==> src/rtl/issue_scheduler.sv <==
// Out-of-order issue queue: buffers dispatched ops, tracks operand wakeups, fires the oldest ready op.
// Optional SPEC_WAKE_EN: a firing entry also wakes its dst preg at the same edge (back-to-back issue).
module issue_scheduler #(
  parameter int NUM_ENTRIES = 8,
  parameter int PREG_W      = 6,
  parameter int PKT_W       = 128
) (
  input  logic                               clk,
  input  logic                               rst,
  input  logic                               disp_valid,
  output logic                               disp_ready,
  input  logic [PKT_W-1:0]                   disp_pkt,
  input  logic [PREG_W-1:0]                  disp_src1_preg,
  input  logic [PREG_W-1:0]                  disp_src2_preg,
  input  logic                               disp_src1_rdy,
  input  logic                               disp_src2_rdy,
  input  logic [PREG_W-1:0]                  disp_dst_preg,
  input  logic                               wake_valid,
  input  logic [PREG_W-1:0]                  wake_preg,
  input  logic                               flush,
  input  logic                               stall,
  output logic                               fire_valid,
  output logic [PKT_W-1:0]                   fire_pkt,
  output logic [PREG_W-1:0]                  fire_src1_preg,
  output logic [PREG_W-1:0]                  fire_src2_preg,
  output logic [PREG_W-1:0]                  fire_dst_preg,
  output logic [$clog2(NUM_ENTRIES+1)-1:0]   occupancy
);
  localparam int IDX_W = $clog2(NUM_ENTRIES);
  localparam int OCC_W = $clog2(NUM_ENTRIES+1);

  logic [NUM_ENTRIES-1:0]                   vld, rdy1, rdy2, elig, hit1, hit2;
  // older_than[i][j] = 1 when entry j was dispatched before entry i
  logic [NUM_ENTRIES-1:0][NUM_ENTRIES-1:0]  older_than;
  logic [NUM_ENTRIES-1:0][PKT_W-1:0]        pkt_q;
  logic [NUM_ENTRIES-1:0][PREG_W-1:0]       src1_q, src2_q, dst_q;
  logic [IDX_W-1:0]                         alloc_idx, sel_idx;
  logic                                     any_elig, fire_go, disp_go, int_wake;
  logic                                     disp_hit1, disp_hit2;

  always_comb begin
    elig      = vld & rdy1 & rdy2;
    any_elig  = |elig;
    fire_go   = any_elig & ~stall & ~flush;
`ifdef SPEC_WAKE_EN
    int_wake  = fire_go;
`else
    int_wake  = 1'b0;
`endif
    sel_idx   = '0;
    alloc_idx = '0;
    occupancy = '0;
    for (int i = NUM_ENTRIES-1; i >= 0; i--) begin
      // ages form a total order, so exactly one eligible entry has no older eligible peer
      if (elig[i] && ((elig & older_than[i]) == '0)) sel_idx = IDX_W'(i);
      if (!vld[i]) alloc_idx = IDX_W'(i);
      occupancy = occupancy + OCC_W'(vld[i]);
    end
    for (int i = 0; i < NUM_ENTRIES; i++) begin
      hit1[i] = (wake_valid && wake_preg == src1_q[i]) || (int_wake && dst_q[sel_idx] == src1_q[i]);
      hit2[i] = (wake_valid && wake_preg == src2_q[i]) || (int_wake && dst_q[sel_idx] == src2_q[i]);
    end
    disp_hit1  = (wake_valid && wake_preg == disp_src1_preg) || (int_wake && dst_q[sel_idx] == disp_src1_preg);
    disp_hit2  = (wake_valid && wake_preg == disp_src2_preg) || (int_wake && dst_q[sel_idx] == disp_src2_preg);
    disp_ready = (occupancy != OCC_W'(NUM_ENTRIES));
    disp_go    = disp_valid & disp_ready & ~flush;
  end

  always_ff @(posedge clk or negedge rst) begin
    if (!rst) begin
      vld        <= '0;
      rdy1       <= '0;
      rdy2       <= '0;
      older_than <= '0;
      pkt_q      <= '0;
      src1_q     <= '0;
      src2_q     <= '0;
      dst_q      <= '0;
    end else if (flush) begin
      vld <= '0;
    end else begin
      for (int i = 0; i < NUM_ENTRIES; i++) begin
        if (hit1[i]) rdy1[i] <= 1'b1;
        if (hit2[i]) rdy2[i] <= 1'b1;
        if (fire_go && sel_idx == IDX_W'(i)) vld[i] <= 1'b0;
      end
      if (disp_go) begin
        vld[alloc_idx]    <= 1'b1;
        rdy1[alloc_idx]   <= disp_src1_rdy | disp_hit1;
        rdy2[alloc_idx]   <= disp_src2_rdy | disp_hit2;
        pkt_q[alloc_idx]  <= disp_pkt;
        src1_q[alloc_idx] <= disp_src1_preg;
        src2_q[alloc_idx] <= disp_src2_preg;
        dst_q[alloc_idx]  <= disp_dst_preg;
        // new entry is youngest; clearing its column drops stale age from a previous occupant
        for (int i = 0; i < NUM_ENTRIES; i++) begin
          if (IDX_W'(i) == alloc_idx) older_than[i] <= vld;
          else                        older_than[i][alloc_idx] <= 1'b0;
        end
      end
    end
  end

  always_ff @(posedge clk or negedge rst) begin
    if (!rst) begin
      fire_valid     <= 1'b0;
      fire_pkt       <= '0;
      fire_src1_preg <= '0;
      fire_src2_preg <= '0;
      fire_dst_preg  <= '0;
    end else if (flush) begin
      fire_valid <= 1'b0;
    end else if (!stall) begin
      fire_valid <= any_elig;
      if (any_elig) begin
        fire_pkt       <= pkt_q[sel_idx];
        fire_src1_preg <= src1_q[sel_idx];
        fire_src2_preg <= src2_q[sel_idx];
        fire_dst_preg  <= dst_q[sel_idx];
      end
    end
  end
endmodule

==> config.mk <==
export PLATFORM = sky130hd
export DESIGN_NAME = issue_scheduler
export DESIGN_NICKNAME = d
export VERILOG_FILES = /design/src/rtl/issue_scheduler.sv
export SDC_FILE = /design/constraint.sdc
export NUM_CORES = 2
export LEC_CHECK = 0
export ABC_AREA = 0
export CAP_MARGIN = 20
export CORE_ASPECT_RATIO = 1.2
export CORE_UTILIZATION = 35
export DETAILED_ROUTE_END_ITERATION = 16
export GPL_ROUTABILITY_DRIVEN = 0
export HOLD_SLACK_MARGIN = 0.02
export PLACE_DENSITY_LB_ADDON = 0.2
export SKIP_LAST_GASP = 1
export SYNTH_ARGS = -nofsm -noshare
export SYNTH_HDL_FRONTEND = slang
export SYNTH_SLANG_ARGS = --single-unit
==> constraint.sdc <==
create_clock -name clk -period 6.3 [get_ports clk]
set_input_delay 1.26 -clock clk [delete_from_list [all_inputs] [get_ports clk]]
set_output_delay 1.26 -clock clk [all_outputs]
set_load 0.005 [all_outputs]
==> reports/results.ini <==
[drt]
wl_per_cell_um=21.8
routed_wl_um=222000
drtAntennaViolNets=0
firstDrtPassIters=8
wl_met3_um=14700
met2WireLength_um=104000
drt_iter0_markers=4354
drc=0
wl_met1_um=97900
viasPerCell=5.15
topRoutingLayerUsed=met5
vias=52400

[global_route]
grt_pass1_vias=52500
grt_max_degree=170
overflow=0
grt_use_total=0.236
antenna_found_initial=35
grt_pass1_wl_um=338000

[critical_path]
required_ns=5.04
reg2reg_depth=17
critPathLaunchType=flip-flop
cp.arrival_ns=4.67
cp-end-kind=output pin
cp_max_fo=2
path_class=flip-flop to output pin

[clock_network]
clk_latency_ns=0.83
cts_hold_buf=0
clock_path_buffers=3
cts_num_sinks=1403
cts.htree.levels=4
cts_tree=built
path_clk_slew_ns=0.06
cts-root-buf=clkbuf_16
cts_buffers=157

[sta]
layout_worst_path_cycle_share=0.942
clock_skew_ns=0.0445
drv_slew=0
timing.hold.ws_ns=0.449
rsz0062_at_grt=false
slew_headroom=0.261
fmax_ghz=0.169
tns_ns=0
fin_ws_ns=0.368
post-route-min-period_ns=5.93
hold_viol_final=0
worst_pin_slew_ns=1.11
setup-violations-final=0

[job]
max-cap-violations=0

[floorplan]
start_util=0.353
die_area_um2=187000
die_h_um=474
std_cell_rows=172
die_w_um=395
ios=312
coreArea_um2=184000

[logic_synthesis]
synth_commonest_cells=nand2_1, dfrtp_1, clkbuf_1
ys_warn_count=0
synth_top_area_cell=dfrtp_1
syn_inst=7668
yosysMostFrequentCell=nand2_1
ys_ff_latch=1403
synth_top_area_share=0.541
synthTopCellsByArea=dfrtp_1, nand2_1, clkbuf_1
synth_fp_nets=7835
synth_edf_count=0
synth-seq-area-share=0.541
syn_avg_cell_area_um2=8.46
synth-async-reset-ratio=1.00
synth.distinct_cells=62
synth_area_um2=64900
ys.flop_type=dfrtp_1

[layout]
fillCellCount=18100
final_core_util=0.410
area_delta_synth_final_pct=16.0
fin_nets=7778
drive_above_1_share=0.0684

[pwr]
total_power_mw=24.2
vdd_drop_max_v=0.000297
p_leak_nw=38.7
power_density_nw_per_um2=322

[place]
place_ws_ns=0.975
portBuffers=311
dp_hpwl_um=123000

[hold_path]
hold_class=input pin to asynchronous set/reset pin

[outcome]
status=completed

-- worst paths after layout --
kind                       startpoint         end  slack, ns
max                            vld[0]  disp_ready       0.37
min                               rst   pkt_q[47]       0.45
max reg2reg                    vld[0]  pkt_q[439]       0.95
min reg2reg                pkt_q[984]  pkt_q[984]       0.47
max in group asynchronous         rst  pkt_q[404]       4.25
min in group clk           pkt_q[984]  pkt_q[984]       0.47
-- cell type report --
cell class / count / area (um^2) / area share
sequential: 1403 / 35100 / 0.467
inverter: 15 / 56.3 / 0.000748
clock inverter: 44 / 634 / 0.00843
antenna: 7 / 17.5 / 0.000233
timing repair buffer: 438 / 4860 / 0.0646
clock buffer: 238 / 4790 / 0.0637
tap: 2436 / 3050 / 0.0405
multi-input combinational: 5596 / 26700 / 0.355
-- per-stage QoR --
step | instances | area, um^2
2_1_floorplan | 7668 | 64900
3_3_place_gp | 9884 | 69700
3_5_place_dp | 9885 | 69700
4_1_cts | 10200 | 75200
5_1_grt | 10200 | 75200
6_report | 10200 | 75200
-- metal layers --
layer  vias to the layer above  global-route usage
met4                        46              0.0627
li1                      24300                   -
met1                     26200               0.316
met3                       344              0.0492
met2                      1596               0.386
met5                         -                   0
-- state kept, by name (all words and copies together), names as in the netlist, 8 cells and up --
register    count
src2_q         48
rdy2            8
pkt_q        1024
rdy1            8
fire_pkt      128
vld             8
older_than     64
dst_q          48
src1_q         48
-- what timing repair did --
action | in CTS | in global routing
buffers inserted | 0 | 0
setup endpoints to repair | 0 | 1
resized for setup | 0 | 1
hold endpoints to repair | 0 | 0
-- cells by family after synthesis --
family                   after synthesis  share of synthesized area
AO/OA/AOI/OAI                        778                     0.0812
XOR/XNOR                             109                     0.0147
adder cells (fa/ha/maj)                7                    0.00181
buffers and inverters                669                     0.0504
flip-flops                          1403                      0.541
multiplexers                         284                     0.0495
AND/OR/NAND/NOR                     4418                      0.261
-- where the power goes --
part	internal, mW	total [mW]	switching (mW)
clock network	5.61	9.61	4.00
logic	1.74	3.54	1.80
registers	10.2	11.1	0.872
-- cells in the final DEF, fill, tap and decap left out, types with 7 or more instances in the layout --
| master | netlist | layout |
|---|---|---|
| a31oi_1 | 147 | 147 |
| buf_4 | 151 | 66 |
| diode_2 | 0 | 7 |
| dfrtp_1 | 1403 | 1403 |
| clkinv_2 | 0 | 19 |
| nand2_1 | 4254 | 4253 |
| and4_1 | 7 | 7 |
| and2_1 | 8 | 8 |
| and3_1 | 10 | 10 |
| xor2_1 | 54 | 54 |
| mux2_4 | 50 | 50 |
| clkbuf_8 | 0 | 54 |
| o21ai_1 | 94 | 92 |
| o21ai_0 | 63 | 63 |
| a2111o_1 | 78 | 78 |
| nand4_1 | 42 | 42 |
| a21oi_1 | 197 | 196 |
| xnor2_1 | 55 | 55 |
| or4_1 | 14 | 14 |
| o211ai_1 | 70 | 70 |
| bufinv_16 | 0 | 8 |
| clkbuf_1 | 379 | 26 |
| inv_1 | 15 | 15 |
| nor2_4 | 0 | 9 |
| buf_12 | 0 | 57 |
| clkdlybuf4s50_1 | 0 | 309 |
| nor2_1 | 43 | 34 |
| mux2i_1 | 138 | 138 |
| clkbuf_16 | 0 | 158 |
| mux2_2 | 54 | 54 |
| nand3_1 | 11 | 7 |
| mux2_1 | 42 | 42 |
| a22oi_1 | 7 | 7 |
| o22a_1 | 83 | 83 |
-- critical path: stages, from the launching register on --
cell and delay, ns:
dfrtp_1 0.40, fa_1 0.54, inv_1 0.05, fa_1 0.50
fa_1 0.42, inv_1 0.07, ha_1 0.15, inv_1 0.06
fa_1 0.53, inv_1 0.07, nor4b_2 0.39, buf_4 0.22
inv_1 0.05, clkdlybuf4s50_1 0.44
Note: power is estimated with default switching activity, not from simulation.
